File: src/rtl/cpu_if_fetch_pkg.sv
// Shared TrivialMIPS fetch-stage types: buffer entry layout, fetch FSM states
// and the default reset vector. HALT exists only when CPU_IF_ALIGN_CHECK_EN
// is defined.
package cpu_defs;

  typedef logic [31:0] InstAddr_t;
  typedef logic [31:0] Inst_t;
  typedef logic        Bit_t;

  typedef struct packed {
    InstAddr_t pc;
    Inst_t     inst;
    Bit_t      addr_err;
  } IfEntry_t;

  typedef enum logic [2:0] {
    IF_IDLE = 3'd0,
    IF_REQ  = 3'd1,
    IF_WAIT = 3'd2,
    IF_DROP = 3'd3
`ifdef CPU_IF_ALIGN_CHECK_EN
    ,
    IF_HALT = 3'd4
`endif
  } IfState_t;

  localparam InstAddr_t RESET_PC_DEFAULT = 32'hBFC0_0000;

  // Sequential fetch address; wraps at 32 bits with no carry out.
  function automatic InstAddr_t pc_next(input InstAddr_t pc);
    return pc + 32'd4;
  endfunction

endpackage

File: src/rtl/cpu_if_fetch_if.sv
// Instruction-memory bus between the fetch stage (master) and instruction
// memory (slave). Split transaction, in-order, at most one outstanding.
interface cpu_if_fetch_if;
  import cpu_defs::*;

  logic      imem_req;
  InstAddr_t imem_addr;
  logic      imem_gnt;
  logic      imem_rvalid;
  Inst_t     imem_rdata;

  modport master (
    output imem_req,
    output imem_addr,
    input  imem_gnt,
    input  imem_rvalid,
    input  imem_rdata
  );

  modport slave (
    input  imem_req,
    input  imem_addr,
    output imem_gnt,
    output imem_rvalid,
    output imem_rdata
  );

endinterface

File: src/rtl/cpu_if_fetch_fifo.sv
// if_inst_fifo: small synchronous FIFO of fetched {pc, inst, addr_err}
// entries. The head is read straight from the storage registers so decode
// sees it without a read-latency cycle. Clear wins over push.
module if_inst_fifo
  import cpu_defs::*;
#(
  parameter int DEPTH = 2
) (
  input  logic                   clk,
  input  logic                   rst,
  input  logic                   clear_i,
  input  logic                   push_i,
  input  logic                   pop_i,
  input  IfEntry_t               push_data_i,
  output IfEntry_t               head_o,
  output logic [$clog2(DEPTH):0] count_o,
  output logic                   full_o,
  output logic                   empty_o
);

  localparam int PW = $clog2(DEPTH);
  localparam int CW = PW + 1;

  IfEntry_t        mem_q [DEPTH];
  logic [PW-1:0]   rd_ptr_q;
  logic [PW-1:0]   wr_ptr_q;
  logic [CW-1:0]   count_q;
  logic            do_push;
  logic            do_pop;

  assign empty_o = (count_q == '0);
  assign full_o  = (count_q == CW'(DEPTH));
  // A pop on a full buffer frees the slot the simultaneous push lands in.
  assign do_pop  = pop_i & ~empty_o;
  assign do_push = push_i & (~full_o | do_pop);
  assign head_o  = mem_q[rd_ptr_q];
  assign count_o = count_q;

  // Pointer and occupancy bookkeeping; clear empties the buffer outright.
  always_ff @(posedge clk) begin
    if (rst || clear_i) begin
      rd_ptr_q <= '0;
      wr_ptr_q <= '0;
      count_q  <= '0;
    end else begin
      if (do_push) wr_ptr_q <= wr_ptr_q + PW'(1);
      if (do_pop)  rd_ptr_q <= rd_ptr_q + PW'(1);
      case ({do_push, do_pop})
        2'b10:   count_q <= count_q + CW'(1);
        2'b01:   count_q <= count_q - CW'(1);
        default: count_q <= count_q;
      endcase
    end
  end

  // Entry storage; contents are don't-care while the slot is not occupied.
  always_ff @(posedge clk) begin
    if (do_push && !clear_i) mem_q[wr_ptr_q] <= push_data_i;
  end

endmodule

File: src/rtl/cpu_if_fetch.sv
// cpu_if_fetch: TrivialMIPS instruction-fetch stage. Owns the fetch PC,
// issues one-at-a-time requests on the imem bus and buffers returned words
// for decode. Optional feature macro: CPU_IF_ALIGN_CHECK_EN (misaligned PC
// produces an address-error entry and halts fetch until the next flush).
module cpu_if_fetch
  import cpu_defs::*;
#(
  parameter InstAddr_t RESET_PC   = RESET_PC_DEFAULT,
  parameter int        FIFO_DEPTH = 2
) (
  input  logic                  clk,
  input  logic                  rst,
  input  logic                  stall,
  input  logic                  flush,
  input  InstAddr_t             redirect_pc,
  cpu_if_fetch_if.master        imem,
  output logic                  valid_o,
  output InstAddr_t             pc_o,
  output Inst_t                 inst_o,
  output logic                  addr_err_o
);

  localparam int CW = $clog2(FIFO_DEPTH) + 1;

  IfState_t    state_q;
  InstAddr_t   pc_fetch_q;
  logic        imem_req_q;
  InstAddr_t   imem_addr_q;

  InstAddr_t   fetch_addr;
  logic        issue_ok;
  logic        room_after_push;
  logic        fifo_push;
  logic        fifo_pop;
  IfEntry_t    fifo_push_data;
  IfEntry_t    fifo_head;
  logic [CW-1:0] fifo_count;
  logic        fifo_full_unused;
  logic        fifo_empty;

`ifdef CPU_IF_ALIGN_CHECK_EN
  assign fetch_addr = pc_fetch_q;
`else
  assign fetch_addr = {pc_fetch_q[31:2], 2'b00};
`endif

  // Nothing is in flight while IDLE, so occupancy is just the buffer count.
  assign issue_ok        = (fifo_count < CW'(FIFO_DEPTH));
  // On the response cycle the pushed word already counts toward occupancy.
  assign room_after_push = (fifo_count < CW'(FIFO_DEPTH - 1));

  assign fifo_pop = valid_o & ~stall;

  // Select what (if anything) enters the buffer this cycle; flush discards.
  always_comb begin
    fifo_push      = 1'b0;
    fifo_push_data = '{pc: fetch_addr, inst: imem.imem_rdata, addr_err: 1'b0};
    if (!flush && state_q == IF_WAIT && imem.imem_rvalid) begin
      fifo_push = 1'b1;
    end
`ifdef CPU_IF_ALIGN_CHECK_EN
    if (!flush && state_q == IF_IDLE && issue_ok && fetch_addr[1:0] != 2'b00) begin
      fifo_push               = 1'b1;
      fifo_push_data.inst     = '0;
      fifo_push_data.addr_err = 1'b1;
    end
`endif
  end

  // Fetch FSM with registered bus outputs. A response returns the FSM to
  // IDLE, and IDLE's issue check is applied in that same cycle so a new
  // request can go out back-to-back (one instruction every two cycles).
  always_ff @(posedge clk) begin
    if (rst) begin
      state_q     <= IF_IDLE;
      pc_fetch_q  <= RESET_PC;
      imem_req_q  <= 1'b0;
      imem_addr_q <= RESET_PC;
    end else if (flush) begin
`ifdef CPU_IF_ALIGN_CHECK_EN
      pc_fetch_q <= redirect_pc;
`else
      pc_fetch_q <= {redirect_pc[31:2], 2'b00};
`endif
      imem_req_q <= 1'b0;
      case (state_q)
        IF_REQ:  state_q <= imem.imem_gnt    ? IF_DROP : IF_IDLE;
        IF_WAIT: state_q <= imem.imem_rvalid ? IF_IDLE : IF_DROP;
        IF_DROP: state_q <= imem.imem_rvalid ? IF_IDLE : IF_DROP;
        default: state_q <= IF_IDLE;
      endcase
    end else begin
      case (state_q)
        IF_IDLE: begin
          if (issue_ok) begin
`ifdef CPU_IF_ALIGN_CHECK_EN
            if (fetch_addr[1:0] != 2'b00) begin
              state_q <= IF_HALT;
            end else begin
              state_q     <= IF_REQ;
              imem_req_q  <= 1'b1;
              imem_addr_q <= fetch_addr;
            end
`else
            state_q     <= IF_REQ;
            imem_req_q  <= 1'b1;
            imem_addr_q <= fetch_addr;
`endif
          end
        end
        IF_REQ: begin
          if (imem.imem_gnt) begin
            state_q    <= IF_WAIT;
            imem_req_q <= 1'b0;
          end
        end
        IF_WAIT: begin
          if (imem.imem_rvalid) begin
            pc_fetch_q <= pc_next(pc_fetch_q);
            if (room_after_push) begin
              state_q     <= IF_REQ;
              imem_req_q  <= 1'b1;
              imem_addr_q <= pc_next(fetch_addr);
            end else begin
              state_q <= IF_IDLE;
            end
          end
        end
        IF_DROP: begin
          if (imem.imem_rvalid) state_q <= IF_IDLE;
        end
        default: state_q <= state_q;
      endcase
    end
  end

  assign imem.imem_req  = imem_req_q;
  assign imem.imem_addr = imem_addr_q;

  if_inst_fifo #(
    .DEPTH (FIFO_DEPTH)
  ) u_fifo (
    .clk         (clk),
    .rst         (rst),
    .clear_i     (flush),
    .push_i      (fifo_push),
    .pop_i       (fifo_pop),
    .push_data_i (fifo_push_data),
    .head_o      (fifo_head),
    .count_o     (fifo_count),
    .full_o      (fifo_full_unused),
    .empty_o     (fifo_empty)
  );

  assign valid_o = ~fifo_empty;
  assign pc_o    = valid_o ? fifo_head.pc   : '0;
  assign inst_o  = valid_o ? fifo_head.inst : '0;

`ifdef CPU_IF_ALIGN_CHECK_EN
  assign addr_err_o = valid_o & fifo_head.addr_err;
`else
  logic addr_err_unused;
  assign addr_err_unused = fifo_head.addr_err;
  assign addr_err_o      = 1'b0;
`endif

endmodule

File: src/flat_wrapper.sv
// flat-port wrapper written by rule: the top's interface ports become plain ports
module cpu_if_fetch_flat import cpu_defs::*;
#(
  parameter InstAddr_t RESET_PC   = RESET_PC_DEFAULT,
  parameter int        FIFO_DEPTH = 2
)
  (clk, rst, stall, flush, redirect_pc, valid_o, pc_o, inst_o, addr_err_o, imem_imem_req, imem_imem_addr, imem_imem_gnt, imem_imem_rvalid, imem_imem_rdata);
  cpu_if_fetch_if imem_i ();
  input  logic clk;
  input  logic rst;
  input  logic stall;
  input  logic flush;
  input  InstAddr_t redirect_pc;
  output logic valid_o;
  output InstAddr_t pc_o;
  output Inst_t inst_o;
  output logic addr_err_o;
  output wire logic [$bits(imem_i.imem_req)-1:0] imem_imem_req;
  output wire logic [$bits(imem_i.imem_addr)-1:0] imem_imem_addr;
  input wire logic [$bits(imem_i.imem_gnt)-1:0] imem_imem_gnt;
  input wire logic [$bits(imem_i.imem_rvalid)-1:0] imem_imem_rvalid;
  input wire logic [$bits(imem_i.imem_rdata)-1:0] imem_imem_rdata;
  assign imem_imem_req = imem_i.imem_req;
  assign imem_imem_addr = imem_i.imem_addr;
  assign imem_i.imem_gnt = imem_imem_gnt;
  assign imem_i.imem_rvalid = imem_imem_rvalid;
  assign imem_i.imem_rdata = imem_imem_rdata;
  cpu_if_fetch #(.RESET_PC(RESET_PC), .FIFO_DEPTH(FIFO_DEPTH)) u_core (.clk(clk), .rst(rst), .stall(stall), .flush(flush), .redirect_pc(redirect_pc), .imem(imem_i), .valid_o(valid_o), .pc_o(pc_o), .inst_o(inst_o), .addr_err_o(addr_err_o));
endmodule
File: config.mk
export PLATFORM = sky130hd
export DESIGN_NAME = cpu_if_fetch_flat
export DESIGN_NICKNAME = d
export VERILOG_FILES = /design/src/rtl/cpu_if_fetch_pkg.sv /design/src/rtl/cpu_if_fetch_if.sv /design/src/rtl/cpu_if_fetch_fifo.sv /design/src/rtl/cpu_if_fetch.sv /design/src/flat_wrapper.sv
export SDC_FILE = /design/constraint.sdc
export NUM_CORES = 1
export LEC_CHECK = 0
export ABC_AREA = 1
export BUFFER_PORTS_ARGS = -buffer_cell sky130_fd_sc_hd__buf_2
export CORE_MARGIN = 3
export CORE_UTILIZATION = 59
export DETAILED_ROUTE_END_ITERATION = 8
export HOLD_SLACK_MARGIN = 0.12
export PLACE_DENSITY = 0.9
export REMOVE_ABC_BUFFERS = 1
export SLEW_MARGIN = 10
export SYNTH_ARGS = -nofsm -noshare
export SYNTH_HDL_FRONTEND = slang
export SYNTH_SLANG_ARGS = --single-unit
File: constraint.sdc
create_clock -name clk -period 9.55 [get_ports clk]
set_input_delay 0.955 -clock clk [delete_from_list [all_inputs] [get_ports clk]]
set_output_delay 0.955 -clock clk [all_outputs]
set_load 0.01 [all_outputs]
==> metrics, run 1 <==
share of the cycle needed by the critical path after routing=35.09%; FILL cells=1059; FF-to-FF path depth=10; # DRC=0; cell taking the most area after synthesis=edfxtp_1; Worst path max stage delay=0.87 ns; I/O pins=about 170; commonest cells after routing, fill and taps aside=nand2_1, nor2_1, buf_2, edfxtp_1, o21ai_0; sequential standard cell area=5086 um^2; remaining antenna violation count=0; area occupied by multi-input gates=3029 um^2; Netlist cell types=33; hold endpoint=u_core.u_fifo.count_o[0]; placed insts=~1200; Synth Register Bits=192; WS Path Type=register to output port; post-route cell area=~10000 um^2; ANT cells=0; Die ar.=15920 um^2; Final setup viols=0; hold path depth=1; top cell type's share of synthesized area=43.69%; I/O Buffers=161; Worst-path clk slew=0.06 ns; root buffer cell=clkbuf_16; CP most frequent cell=nor2_1; outcome=completed; Max FO, Critical Path=63; RSZ-0062 raised after global routing=false; Worst EP arrival=2.40 ns; Peak Freq=between 200 and 300 MHz; TritonCTS clock tree=yes; final std cells w/o fill=1278; commonest non-fill, non-tap cell in the layout=nand2_1; Die H=between 100 and 150 um; Reg2Reg Launch Point=u_core.state_q[0]; Slew @ Worst Pin=1.093 ns; vias in the first global route=6606; share of layout cells above drive strength 1=19.49%; Slew HR=27.04%; Starting DRT DRC Count=640; Max Cap Violations=0; Post-CTS Setup Inserts=0; GRT overflow=0; initial antenna violation count=0; largest net degree at the start of global routing=64; IR drop worst, VDD=0.0001882 V; vias per inst=about 5.5; Slew Viols, Final=0; number of placement rows=43; sequential share of the synthesized area=59.67%; Die Wd=126.2 um; Inserted Clock Buffers=17; CP Launch Type=register; Final Hold Viols=0; Critical-path top delay cell=inv_2; CTS max path bufs=2; Clock Skew=0.01414 ns; yosys warns=0; Leakage=4.155 nW; drt first pass iters=6; via count=7003; core area=13990 um^2; CP cell instances=buf_4 -> inv_2 -> nor2_1 -> nor2_1 -> buf_2; PD cells=~220 nW/um^2; area grow syn2layout=16.81%; worst skew pair latency=roughly 0.43 ns; Global Route Usage Sum=25.53%; clk sink count=approximately 190; worst r2r dst=u_core.u_fifo.mem_q[1][58]; first-pass GRT wire length=32450 um; Nets=between 1000 and 1500; CTS-repair resized insts=0; final wirelength=20430 um; critical path required time=8.60 ns; Hold Slack=0.4551 ns; Period minus WS final=around 3.4 ns; R2R setup slack=6.78 ns; WL per Instance=around 16 um; Syn Std Cell Area=8522 um^2; Placed Area=9402 um^2; hold bufs inserted after CTS=0; hpwl dp=13320 um; crit end category=output port; Post-Syn Area per Cell=9.008 um^2; cells after synthesis=946; Hold Startpoint=u_core.u_fifo.count_o[0]; min-delay worst type=register to register; Synth area leaders=edfxtp_1, dfxtp_1, nand2_1; initial core utilization=60.92%; H-tree depth=4; Fin Setup TNS=0 ns; routability congestion estimate from global placement=0.9588
-- stage by stage --
| stage | utilization (%) | total power [mW] | worst slack (ns) |
|---|---|---|---|
| after detailed placement | 67.21 | 1.489 | 6.316 |
| after floorplan | - | 1.305 | 4.904 |
| after CTS | 71.16 | 2.155 | 6.148 |
| final | 71.16 | 2.150 | 6.199 |
| after global placement | 67.21 | 1.471 | 6.368 |
| after global routing | 71.16 | 2.249 | 5.958 |
-- sequential cells by signal, indices dropped and copies added (netlist names), named ones only --
signal,count
u_core.pc_fetch_q,30
u_core.u_fifo.mem_q,124
u_core.imem.imem_req,1
u_core.u_fifo.rd_ptr_q,1
u_core.state_q,2
u_core.imem.imem_addr,30
u_core.u_fifo.count_o,2
u_core.u_fifo.wr_ptr_q,1
-- synthesized netlist by cell type --
library cell,instances
nand2_1,186
nor2_1,178
edfxtp_1,124
o21ai_0,102
a21oi_1,82
dfxtp_1,68
inv_1,51
clkbuf_1,36
nand3_1,36
xor2_1,11
a31oi_1,9
buf_2,8
buf_4,8
ha_1,7
a22o_1,5
nor2_4,5
xnor2_1,5
nor2_2,4
nand2_2,3
inv_2,2
nand4_1,2
o21a_1,2
o21ai_1,2
a21oi_2,1
a22oi_1,1
clkinv_1,1
conb_1,1
nand3_2,1
nor3_1,1
nor3b_1,1
o211ai_1,1
o21ai_2,1
o21bai_1,1
-- cell families (layout without fill, tap and decap cells) --
kind of cell,count (synthesis),in the layout,share of synthesized area (%)
AND/OR/NAND/NOR,417,417,19.73
AO/OA/AOI/OAI,207,207,12.74
flip-flops,192,192,59.67
buffers and inverters,106,254,5.139
XOR/XNOR,16,16,1.644
adder cells (fa/ha/maj),7,7,1.028
other,1,5,0.04400
-- worst max-delay path, delay by kind of cell (launching register included) --
kind | cells | cell delay [ns]
simple gates | 2 | 0.29
flops | 1 | 0.31
buf+inv | 3 | 1.32
-- report_power, final --
part / internal, mW / switching, mW
Sequential: 0.970 / 0.0554
Clock: 0.381 / 0.290
Combinational: 0.150 / 0.303
Total: 1.50 / 0.648
-- layer usage --
layer	GRT usage (%)	part of all wire (%)	up-vias
met3	5.683	8.6	35
met2	41.60	48	296
met4	8.833	2.2	0
li1	-	-	3429
met1	34.09	41	3243
met5	0	0	-
-- final cells by class --
| cell class | instances | area share, % |
|---|---|---|
| Inverter | 54 | 2.036 |
| Clock inverter | 13 | 1.207 |
| Clock buffer | 19 | 4.349 |
| Timing Repair Buffer | 168 | 8.622 |
| Multi-Input combinational cell | 652 | 30.43 |
| Sequential cell | 192 | 51.09 |
| Tap cell | 180 | 2.262 |
-- how the worst max path moves through the flow --
stage                                      end  slack (ns)  depth (start not counted)
global placement    u_core.u_fifo.mem_q[1][61]        6.37                          7
detailed placement  u_core.u_fifo.mem_q[1][45]        6.32                          7
CTS                                   pc_o[31]        6.15                          5
floorplan            u_core.u_fifo.mem_q[1][0]        4.90                          8
global route                          pc_o[31]        5.96                          5
finish                                pc_o[31]        6.20                          5
Note: power is estimated with default switching activity, not from simulation.
==> run 2, diff against run 1 <==
--- a/config.mk
+++ b/config.mk
@@ -8,10 +8,10 @@
 export ABC_AREA = 1
 export BUFFER_PORTS_ARGS = -buffer_cell sky130_fd_sc_hd__buf_2
 export CORE_MARGIN = 3
-export CORE_UTILIZATION = 59
+export CORE_UTILIZATION = 55
 export DETAILED_ROUTE_END_ITERATION = 8
 export HOLD_SLACK_MARGIN = 0.12
-export PLACE_DENSITY = 0.9
+export PLACE_DENSITY = 0.85
 export REMOVE_ABC_BUFFERS = 1
 export SLEW_MARGIN = 10
 export SYNTH_ARGS = -nofsm -noshare
==> constraint.sdc (replaced) <==
create_clock -name clk -period 3.4 [get_ports clk]
set_input_delay 0.34 -clock clk [delete_from_list [all_inputs] [get_ports clk]]
set_output_delay 0.34 -clock clk [all_outputs]
set_load 0.01 [all_outputs]
==> run 2 against run 1 <==
Net effect: sequential power grew to 2.8 times the previous value; sequential share of layout area is 2.1 points lower; clock skew fell by 0.0020 ns; via count is 2.5% higher; core utilization shrank 1.3 points; cell count up 3.5%; global-route usage decreased by 0.12 points; critical endpoint is now inst_o[18].
==> metrics, run 2 (synthesis gave the netlist of run 1 again) <==
share of layout cells above drive strength 1=19.93% (+0.44 points); I/O Buffers=161 (unchanged); clock share of power=31.4% (+0.2 points); area grow syn2layout=21.91%; Final setup viols=0 (unchanged); initial core utilization=57.33% (-3.6 points); WL per Instance=16.34 um (+2.2%); Global Route Usage Sum=25.41% (-0.12 points); I/O pins=169 (unchanged); Max Cap Violations=0 (unchanged); first-pass GRT wire length=33660 um (+3.7%); share of the cycle needed by the critical path after routing=between 70% and 80%; Die H=130.5 um (+3.4%); largest net degree at the start of global routing=65 (+1.6%); final std cells w/o fill=1323 (+3.5%); met2 routed WL=10650 um (+8.4%); initial antenna violation count=0 (unchanged); Largest Register=u_core.u_fifo.mem_q; switching pwr=1.872 mW (+190%); crit end category=output port; Inserted Clock Buffers=17 (unchanged); Comb power frac=21.6% (+0.5 points); root buffer cell=clkbuf_16; vias per inst=5.426 (-0.99%); CTS-repair resized insts=0 (unchanged); TritonCTS clock tree=yes; CTS max path bufs=2 (unchanged); routability congestion estimate from global placement=0.9122 (-4.9%); CP Launch Type=register; Slew @ Worst Pin=1.136 ns (+0.04350 ns); drt first pass iters=5 (-1); Hold Slack=0.1460 ns (-0.3091 ns); Top Layer Used=met4; hold bufs inserted after CTS=32 (+32); Final Hold Viols=0 (unchanged); outcome=completed; remaining antenna violation count=0 (unchanged); Leakage=4.345 nW (+4.6%); worst skew pair latency=0.44 ns (about the same); Design Power=6.148 mW (+190%); hpwl dp=13650 um (+2.5%); final wirelength=21620 um (+5.8%); Reg2Reg Launch Point=u_core.state_q[0]; CP Capture Point=inst_o[18]; Die Wd=130.5 um (+3.4%); vias in the first global route=6899 (+4.4%); via count=7178 (+2.5%); Peak Freq=370.8 MHz; min-delay worst type=primary input to register; Post-CTS Setup Inserts=0 (unchanged); max reg flops=124 (unchanged); internal power=4.276 mW (+180%); Max FO, Critical Path=62 (-1.6%); core area=14860 um^2 (+6.3%); commonest cells after routing, fill and taps aside=nand2_1, nor2_1, buf_2, edfxtp_1, o21ai_0; clk sink count=192 (unchanged); Seq pwr share=46.9% (-0.8 points); Slew HR=24.14% (-2.9 points); Slew Viols, Final=0 (unchanged); R2R setup slack=1.10 ns (-5.68 ns); H-tree depth=4 (unchanged); met3 WL=1794 um (+1.5%); Worst-path clk slew=0.07 ns (about the same); # DRC=0 (unchanged); Period minus WS final=around 2.7 ns; number of placement rows=44 (+2.3%); critical path required time=3.06 ns (-5.54 ns); ANT cells=0 (unchanged); IR drop worst, VDD=0.0005019 V (+170%); fin util=69.89% (-1.3 points); Clock Skew=0.01213 ns (-0.002009 ns); Switching Share=30.44% (+0.29 points); Starting DRT DRC Count=497 (-22%); Die ar.=17020 um^2 (+6.9%); FF-to-FF path depth=9 (-1); Worst EP arrival=2.36 ns (-0.04 ns); post-route cell area=10390 um^2 (+4.4%); commonest non-fill, non-tap cell in the layout=nand2_1; worst r2r dst=u_core.u_fifo.mem_q[0][22]; Nets=1203 (+3.5%); RSZ-0062 raised after global routing=false; WS Path Type=register to output port; DRT met1 WL=8827 um (+5.3%); GRT overflow=0 (unchanged); placed insts=1259 (+1.0%); Placed Area=9499 um^2 (+1.0%); PD cells=591.8 nW/um^2 (+170%)
[run 2: changes by cell type in the layout (fill, tap and decap cells not counted)]
cell | previous run | this run
dlygate4sd3_1 | 0 | 32
buf_4 | 7 | 14
inv_6 | 1 | 2
clkinvlp_4 | 1 | 4
buf_12 | 0 | 2
inv_1 | 50 | 51
clkinv_1 | 6 | 1
[run 2: how the worst min path moves through the flow]
| stage | start | to | slack (ns) | cells past startpoint |
|---|---|---|---|---|
| 2_1_floorplan | rst | u_core.pc_fetch_q[12] | 0.41 | 1 |
| 6_report | redirect_pc[25] | u_core.pc_fetch_q[25] | 0.15 | 3 |
| 3_5_place_dp | u_core.u_fifo.count_o[0] | u_core.u_fifo.count_o[0] | 0.45 | 1 |
| 4_1_cts | redirect_pc[27] | u_core.pc_fetch_q[27] | 0.13 | 3 |
| 3_3_place_gp | u_core.u_fifo.count_o[0] | u_core.u_fifo.count_o[0] | 0.44 | 1 |
| 5_1_grt | redirect_pc[25] | u_core.pc_fetch_q[25] | 0.14 | 3 |
[run 2: cell type report]
cell class	instances	area (um^2)
Multi-Input combinational cell	652	3029
Clock inverter	13	136.4
Tap cell	184	230.2
Inverter	54	202.7
Clock buffer	19	432.9
Timing Repair Buffer	209	1271
Fill cell	1122	4476
Sequential cell	192	5086
[run 2: through the flow]
stage	worst slack [ns]	TNS [ns]
final	0.7032	0
after global routing	0.5329	0
after CTS	0.7035	0
after detailed placement	1.130	0
after global placement	1.169	0
after floorplan	-1.246	-153.56
[run 2: worst max-delay path: stages (launching register included)]
cell,delay (ns)
dfxtp_2,0.52
inv_2,0.91
nor2_1,0.11
nor2_1,0.19
buf_2,0.16
[run 2: metal layers]
layer  GRT usage [%]  vias up
met3           5.488       32
met2           42.73      292
li1                -     3520
met1           32.79     3334
met5               0        -
met4           8.953        0
[run 2: power by group through the flow]
stage               sequential [mW]  clock [mW]  combinational [mW]
floorplan                      2.96           0               0.706
global placement               2.92           0                1.25
detailed placement             2.93           0                1.28
CTS                            2.88        1.95                1.32
global route                   2.91        2.04                1.49
finish                         2.88        1.93                1.33
